[src/rtl/instr_sequencer_pkg.sv]
`default_nettype none
// ============================================================================
//  Module      : instr_sequencer_pkg
//  Description : Shared opcode constants, sequencer state encoding and
//                execute-phase length for the instruction sequencer.
//  Revision    : 1.0 - initial release
// ============================================================================
package instr_sequencer_pkg;

    // Opcode field (rom_data[7:5])
    localparam logic [2:0] OP_ALU_A    = 3'b000;
    localparam logic [2:0] OP_ALU_B    = 3'b001;
    localparam logic [2:0] OP_MEM_LD   = 3'b010;
    localparam logic [2:0] OP_MEM_ST   = 3'b011;
    localparam logic [2:0] OP_HALT     = 3'b100;
    localparam logic [2:0] OP_JUMP     = 3'b101;
    localparam logic [2:0] OP_PORT_IN  = 3'b110;
    localparam logic [2:0] OP_PORT_OUT = 3'b111;

    // Length of the control unit's execute cycle
    localparam int EXEC_CYCLES = 3;

    typedef enum logic [2:0] {
        ST_IDLE   = 3'd0,
        ST_FETCH  = 3'd1,
        ST_DECODE = 3'd2,
        ST_EXEC   = 3'd3,
        ST_HALT   = 3'd4
    } seq_state_e;

    function automatic logic state_is_busy(input seq_state_e s);
        return (s == ST_FETCH) || (s == ST_DECODE) || (s == ST_EXEC);
    endfunction

endpackage
`default_nettype wire

[src/rtl/instr_sequencer_step_edge.sv]
`default_nettype none
// ============================================================================
//  Module      : step_edge
//  Description : Registers the step request and produces a one-cycle pulse
//                on its rising edge.
//  Ports       : clk, clear_n (sync active-low), step (level in),
//                step_rise (one-cycle pulse out)
//  Revision    : 1.0 - initial release
// ============================================================================
module step_edge (
    input  logic clk,
    input  logic clear_n,
    input  logic step,
    output logic step_rise
);

    logic step_d;
    logic step_q;

    always_comb begin
        step_d = step;
    end

    always_ff @(posedge clk) begin
        if (!clear_n) begin
            step_q <= 1'b0;
        end else begin
            step_q <= step_d;
        end
    end

    assign step_rise = step & ~step_q;

endmodule
`default_nettype wire

[src/rtl/instr_sequencer.sv]
`default_nettype none
// ============================================================================
//  Module      : instr_sequencer
//  Description : Fetch / decode / execute sequencer for a small program ROM.
//                Presents each executed opcode to the control unit for a
//                fixed three-cycle execute window.
//  Ports       : clk, clear_n (sync active-low), run, step,
//                pc_addr/rom_req/rom_ack/rom_data (program memory),
//                instruction/operand/ctl_clear (control unit),
//                busy/halted/fault/pc_wrap (status)
//  Revision    : 1.0 - initial release
// ============================================================================
module instr_sequencer
    import instr_sequencer_pkg::*;
#(
    parameter int PC_W          = 5,
    parameter int FETCH_TIMEOUT = 15
) (
    input  logic            clk,
    input  logic            clear_n,
    input  logic            run,
    input  logic            step,
    output logic [PC_W-1:0] pc_addr,
    output logic            rom_req,
    input  logic            rom_ack,
    input  logic [7:0]      rom_data,
    output logic [2:0]      instruction,
    output logic [4:0]      operand,
    output logic            ctl_clear,
    output logic            busy,
    output logic            halted,
    output logic            fault,
    output logic            pc_wrap
);

    localparam int                WAIT_W     = $clog2(FETCH_TIMEOUT + 1);
    localparam logic [WAIT_W-1:0] WAIT_LAST  = WAIT_W'(FETCH_TIMEOUT - 1);
    localparam logic [1:0]        PHASE_LAST = 2'(EXEC_CYCLES - 1);
    localparam logic [PC_W-1:0]   PC_MAX     = '1;

    seq_state_e        state_d, state_q;
    logic [PC_W-1:0]   pc_d, pc_q;
    logic [7:0]        ir_d, ir_q;
    logic [1:0]        phase_d, phase_q;
    logic [WAIT_W-1:0] wait_d, wait_q;
    logic              fault_d, fault_q;
    logic              wrap_d, wrap_q;
    logic              rom_req_d, rom_req_q;
    logic              busy_d, busy_q;
    logic              halted_d, halted_q;
    logic              ctl_clear_d, ctl_clear_q;
    logic [2:0]        instruction_d, instruction_q;
    logic [4:0]        operand_d, operand_q;

    logic              step_rise;
    logic [PC_W-1:0]   jump_target;

    step_edge u_step_edge (
        .clk       (clk),
        .clear_n   (clear_n),
        .step      (step),
        .step_rise (step_rise)
    );

    // Jump operand is 5 bits wide; fit it to the PC width.
    if (PC_W > 5) begin : g_jump_zext
        assign jump_target = {{(PC_W-5){1'b0}}, ir_q[4:0]};
    end else begin : g_jump_trunc
        assign jump_target = ir_q[PC_W-1:0];
    end

    always_comb begin
        state_d = state_q;
        pc_d    = pc_q;
        ir_d    = ir_q;
        phase_d = phase_q;
        wait_d  = wait_q;
        fault_d = fault_q;
        wrap_d  = 1'b0;

        case (state_q)
            ST_IDLE: begin
                // run has priority; a coincident step edge needs no handling
                if (run || step_rise) begin
                    state_d = ST_FETCH;
                    wait_d  = '0;
                end
            end
            ST_FETCH: begin
                if (rom_ack) begin
                    ir_d    = rom_data;
                    wait_d  = '0;
                    state_d = ST_DECODE;
                end else if (wait_q == WAIT_LAST) begin
                    fault_d = 1'b1;
                    state_d = ST_HALT;
                end else begin
                    wait_d = wait_q + 1'b1;
                end
            end
            ST_DECODE: begin
                case (ir_q[7:5])
                    OP_HALT: state_d = ST_HALT;
                    OP_JUMP: begin
                        pc_d    = jump_target;
                        state_d = run ? ST_FETCH : ST_IDLE;
                    end
                    default: begin
                        phase_d = '0;
                        state_d = ST_EXEC;
                    end
                endcase
            end
            ST_EXEC: begin
                if (phase_q == PHASE_LAST) begin
                    phase_d = '0;
                    pc_d    = pc_q + 1'b1;
                    wrap_d  = (pc_q == PC_MAX);
                    state_d = run ? ST_FETCH : ST_IDLE;
                end else begin
                    phase_d = phase_q + 1'b1;
                end
            end
            ST_HALT: begin
                state_d = ST_HALT;
            end
            default: begin
                state_d = ST_IDLE;
            end
        endcase

        // Outputs are registered from the next state so they line up with it
        rom_req_d     = (state_d == ST_FETCH);
        busy_d        = state_is_busy(state_d);
        halted_d      = (state_d == ST_HALT);
        ctl_clear_d   = (state_d != ST_EXEC);
        instruction_d = (state_d == ST_EXEC) ? ir_d[7:5] : OP_HALT;
        operand_d     = ir_d[4:0];
    end

    always_ff @(posedge clk) begin
        if (!clear_n) begin
            state_q       <= ST_IDLE;
            pc_q          <= '0;
            ir_q          <= '0;
            phase_q       <= '0;
            wait_q        <= '0;
            fault_q       <= 1'b0;
            wrap_q        <= 1'b0;
            rom_req_q     <= 1'b0;
            busy_q        <= 1'b0;
            halted_q      <= 1'b0;
            ctl_clear_q   <= 1'b1;
            instruction_q <= OP_HALT;
            operand_q     <= '0;
        end else begin
            state_q       <= state_d;
            pc_q          <= pc_d;
            ir_q          <= ir_d;
            phase_q       <= phase_d;
            wait_q        <= wait_d;
            fault_q       <= fault_d;
            wrap_q        <= wrap_d;
            rom_req_q     <= rom_req_d;
            busy_q        <= busy_d;
            halted_q      <= halted_d;
            ctl_clear_q   <= ctl_clear_d;
            instruction_q <= instruction_d;
            operand_q     <= operand_d;
        end
    end

    assign pc_addr     = pc_q;
    assign rom_req     = rom_req_q;
    assign busy        = busy_q;
    assign halted      = halted_q;
    assign ctl_clear   = ctl_clear_q;
    assign instruction = instruction_q;
    assign operand     = operand_q;
    assign fault       = fault_q;
    assign pc_wrap     = wrap_q;

endmodule
`default_nettype wire

[config.mk]
export PLATFORM = sky130hd
export DESIGN_NAME = instr_sequencer
export DESIGN_NICKNAME = d
export VERILOG_FILES = /design/src/rtl/instr_sequencer_pkg.sv /design/src/rtl/instr_sequencer_step_edge.sv /design/src/rtl/instr_sequencer.sv
export SDC_FILE = /design/constraint.sdc
export NUM_CORES = 1
export LEC_CHECK = 0
export CORE_MARGIN = 2
export CORE_UTILIZATION = 45
export DETAILED_ROUTE_END_ITERATION = 10
export GPL_TIMING_DRIVEN = 1
export PLACE_DENSITY = 0.73
export SLEW_MARGIN = 40
export SYNTH_ARGS = -nofsm -noshare
export SYNTH_HDL_FRONTEND = slang
export SYNTH_SLANG_ARGS = --single-unit
export TNS_END_PERCENT = 30
[constraint.sdc]
create_clock -name clk -period 2.3 [get_ports clk]
set_clock_uncertainty 0.15 [all_clocks]
set_input_delay 0.46 -clock clk [delete_from_list [all_inputs] [get_ports clk]]
set_output_delay 0.46 -clock clk [all_outputs]
set_load 0.01 [all_outputs]
==> results.md <==
- Status: finished, final reports clean
- Critical R2R Capture: pc_addr[2]$_SDFFE_PN0P_
- Top FF cell, synth: dfxtp_1
- GRT Residual Overflow: 0
- RSZ-0062 raised after global routing: false
- WL final: 3170 um
- Hold EP: fault$_SDFFE_PN0P_
- Yosys reg bits: 32
- Hold path start: fault$_SDFFE_PN0P_
- YS warnings: 0
- Vias in the first global route: approximately 1200
- Top area cells in the synthesized netlist: dfxtp_1 (43%), mux2i_1 (6.1%), nor2_1 (5.8%)
- EDFF count, synth: 0
- Detailed router's first-iteration violation count: 62
- Chip height: 61.5 um
- Leakage power: just under 0.7 nW
- # diodes: 0
- RePlAce Congestion: 0.809
- Drt pass-1 iters: 4
- Period utilisation layout: roughly 90%
- Via/cell ratio: roughly 5.4
- # IOs: 32
- Max-Slew Margin vs Limit: between 50% and 60%
- Cell Area, Synth: ~1500 um2
- Asr flop ratio synth: 0%
- Post-CTS Setup Inserts: 0
- CTS Hold Bufs: 0
- Area growth syn-to-layout: 26.8%
- Final min period: 2.06 ns
- Wire length of the first global-routing pass: 5040 um
- DR WL/cell: ~13 um
- Syn_nets: about 180
- Slowest-stage cell, CP: dfxtp_1
- Fill cells: slightly below 300
- Slew Viols, Final: 0
- Crit-path cells: or3b_4 -> o32ai_4 -> o21ai_1 -> a32o_1
- Total CTS buffers: 5
- Worst-case clock buffer depth: 2
- DR vias: approximately 1300
- Syn_area_per_cell: a little over 9 um2
- Worst hold path type: reg2reg
- Synth area leader: dfxtp_1
- Largest net degree at the start of global routing: 14
- Syn Inst Count: approximately 160
- CTS tree: built
- DP Worst Slack: 0.00616 ns
- Post-DP HPWL: between 2000 and 2500 um
- Tot GR Track Use: ~18%
- Max Fanout on Critical Path: 13
- Clock Latency Late Sink: 0.33 ns
- CTS sink count: 32
- Share of cells above drive strength 1: under 10%
- Peak VDD IR: ~0.38 mV
- Crit path arrival time: 2.14 ns
- Flop2flop setup slack: around 0.24 ns
- Worst path max stage delay: 0.56 ns
- R2R Path Start: state_q[1]$_SDFF_PN0_
- Htree depth: 2
- Cell variety after synth: just over 40
- R2R depth: 4
- Initial antenna violation count: 0
- Hold Path Cell Cnt: 2
- Core Region: between 3000 and 4000 um2
- Final hold vios: 0
- Die width: roughly 61 um
- Final setup violation count: 0
- Synth top area share: a little over two fifths
- PwrDens: 615 nW/um2
- DRC errors left: 0
- Die area: roughly 3800 um2
- Achievable frequency: 0.486 GHz
- Clock-pin slew on the worst setup and hold paths: 0.09 ns
- Port Buffers: 31
- Critical Path RT: approximately 2.4 ns
- Row count: 20
- Sequential element share of the synthesized area: between 40% and 50%
- Critical Path Start Type: flip-flop
- Initial Utilization: a little under half
- CTS root buffer: clkbuf_4
- # resized after CTS: 0
- Worst setup EP type: flip-flop
- Worst-Margin Slew: around 0.64 ns
- Max-cap check violation count: 0
- Fin Setup TNS: 0 ns
- Post-layout worst setup margin: roughly 0.24 ns
- Path type of the worst setup path: reg2reg
- Final net count: 213
- Antenna Nets Post-Route: 0
==> kinds of logic (layout without fill, tap and decap cells) <==
kind of cell               count (synthesis)  after routing  synth area share (%)
AOI/OAI and AO/OA                         35             35                  17.8
adders and majority gates                  4              4                  3.36
buffers and inverters                     17             49                  6.64
DFF                                       32             32                  43.1
muxes                                      9              9                  6.06
and+or+nand+nor                           67             67                  23.0
==> worst max path at each step <==
stage | from | slack [ns] | cells after the start | to
2_1_floorplan | rom_ack | 0.46 | 3 | wait_q[1]$_SDFFE_PN0P_
3_3_place_gp | rom_ack | 0.04 | 4 | wait_q[1]$_SDFFE_PN0P_
3_5_place_dp | rom_ack | 0.006 | 5 | wait_q[3]$_SDFFE_PN0P_
4_1_cts | state_q[1]$_SDFF_PN0_ | 0.26 | 4 | pc_addr[2]$_SDFFE_PN0P_
5_1_grt | state_q[1]$_SDFF_PN0_ | 0.16 | 4 | pc_addr[4]$_SDFFE_PN0P_
6_report | state_q[1]$_SDFF_PN0_ | 0.24 | 4 | pc_addr[2]$_SDFFE_PN0P_
==> cells in the mapped netlist, drive strengths merged, types with 2 or more instances <==
cell type and number:
nand2b 5, o21ai 6, a2111oi 2, nand2 11
a21oi 9, and3 2, a311oi 3, and2 4
ha 4, a211o 2, mux2i 9, nand3 5
and3b 2, buf 9, clkbuf 4, inv 4
o31ai 2, o32ai 2, dfxtp 32, nor2b 2
nor3 7, nor2 23
==> per-stage QoR <==
step / total power [mW] / instances / hold WS, ns / util (%) / area, um2
final: 1.16 / 240 / 0.327 / 60.8 / 1890
after global routing: 1.22 / 240 / 0.362 / 60.8 / 1890
after global placement: 0.819 / 233 / 0.314 / 58.7 / 1820
after floorplan: 0.749 / 164 / 0.311 / - / 1490
after detailed placement: 0.824 / 233 / 0.318 / 58.7 / 1820
after CTS: 1.17 / 240 / 0.335 / 60.8 / 1890
==> layout by cell type (no fill, tap or decap), types with 2 or more instances in the layout <==
cell type | Yosys | final
nor3_1 | 7 | 7
a2111oi_0 | 2 | 2
nand2b_1 | 5 | 5
and2_1 | 4 | 4
mux2i_1 | 9 | 9
a21oi_1 | 9 | 9
nor2_1 | 23 | 23
a211o_1 | 2 | 2
a311oi_1 | 3 | 3
o21ai_0 | 5 | 5
buf_4 | 7 | 7
nor2b_1 | 2 | 2
dfxtp_1 | 32 | 32
o31ai_1 | 2 | 2
clkdlybuf4s50_1 | 0 | 31
inv_1 | 4 | 4
and3_1 | 2 | 2
and3b_1 | 2 | 2
clkbuf_8 | 0 | 2
ha_1 | 4 | 4
clkbuf_4 | 0 | 5
nand2_1 | 11 | 11
nand3_1 | 5 | 5
==> routing by layer <==
layer	routed length, um	global-route usage [%]
met5	0	0
met4	65	7.60
met3	180	6.51
met2	1410	28.0
met1	1500	22.8
==> registers in the layout, summed over array words and instances, names as in the netlist <==
name                count
ir_q                    8
pc_addr                 5
wait_q                  4
instruction             3
state_q                 3
phase_q                 2
busy                    1
ctl_clear               1
fault                   1
halted                  1
pc_wrap                 1
rom_req                 1
u_step_edge.step_q      1
==> power breakdown <==
group | internal, mW | switching (mW)
Clock | 0.173 | 0.176
Combinational | 0.105 | 0.0990
Sequential | 0.581 | 0.0270
==> critical path: cells and delay by family (launching register included) <==
family,cells,cell delay (ns)
AO/OA/AOI/OAI,3,0.79
flip-flops,1,0.56
AND/OR/NAND/NOR,1,0.46
==> layout make-up <==
cell class	count	area, um2	area share [%]
multi-input cells	115	748	39.7
flip-flops and latches	32	641	34.0
repair buffers	38	363	19.2
clock buffers	7	65.1	3.45
well taps	44	55.1	2.92
inverters	4	15.0	0.796
Note: power is estimated with default switching activity, not from simulation.
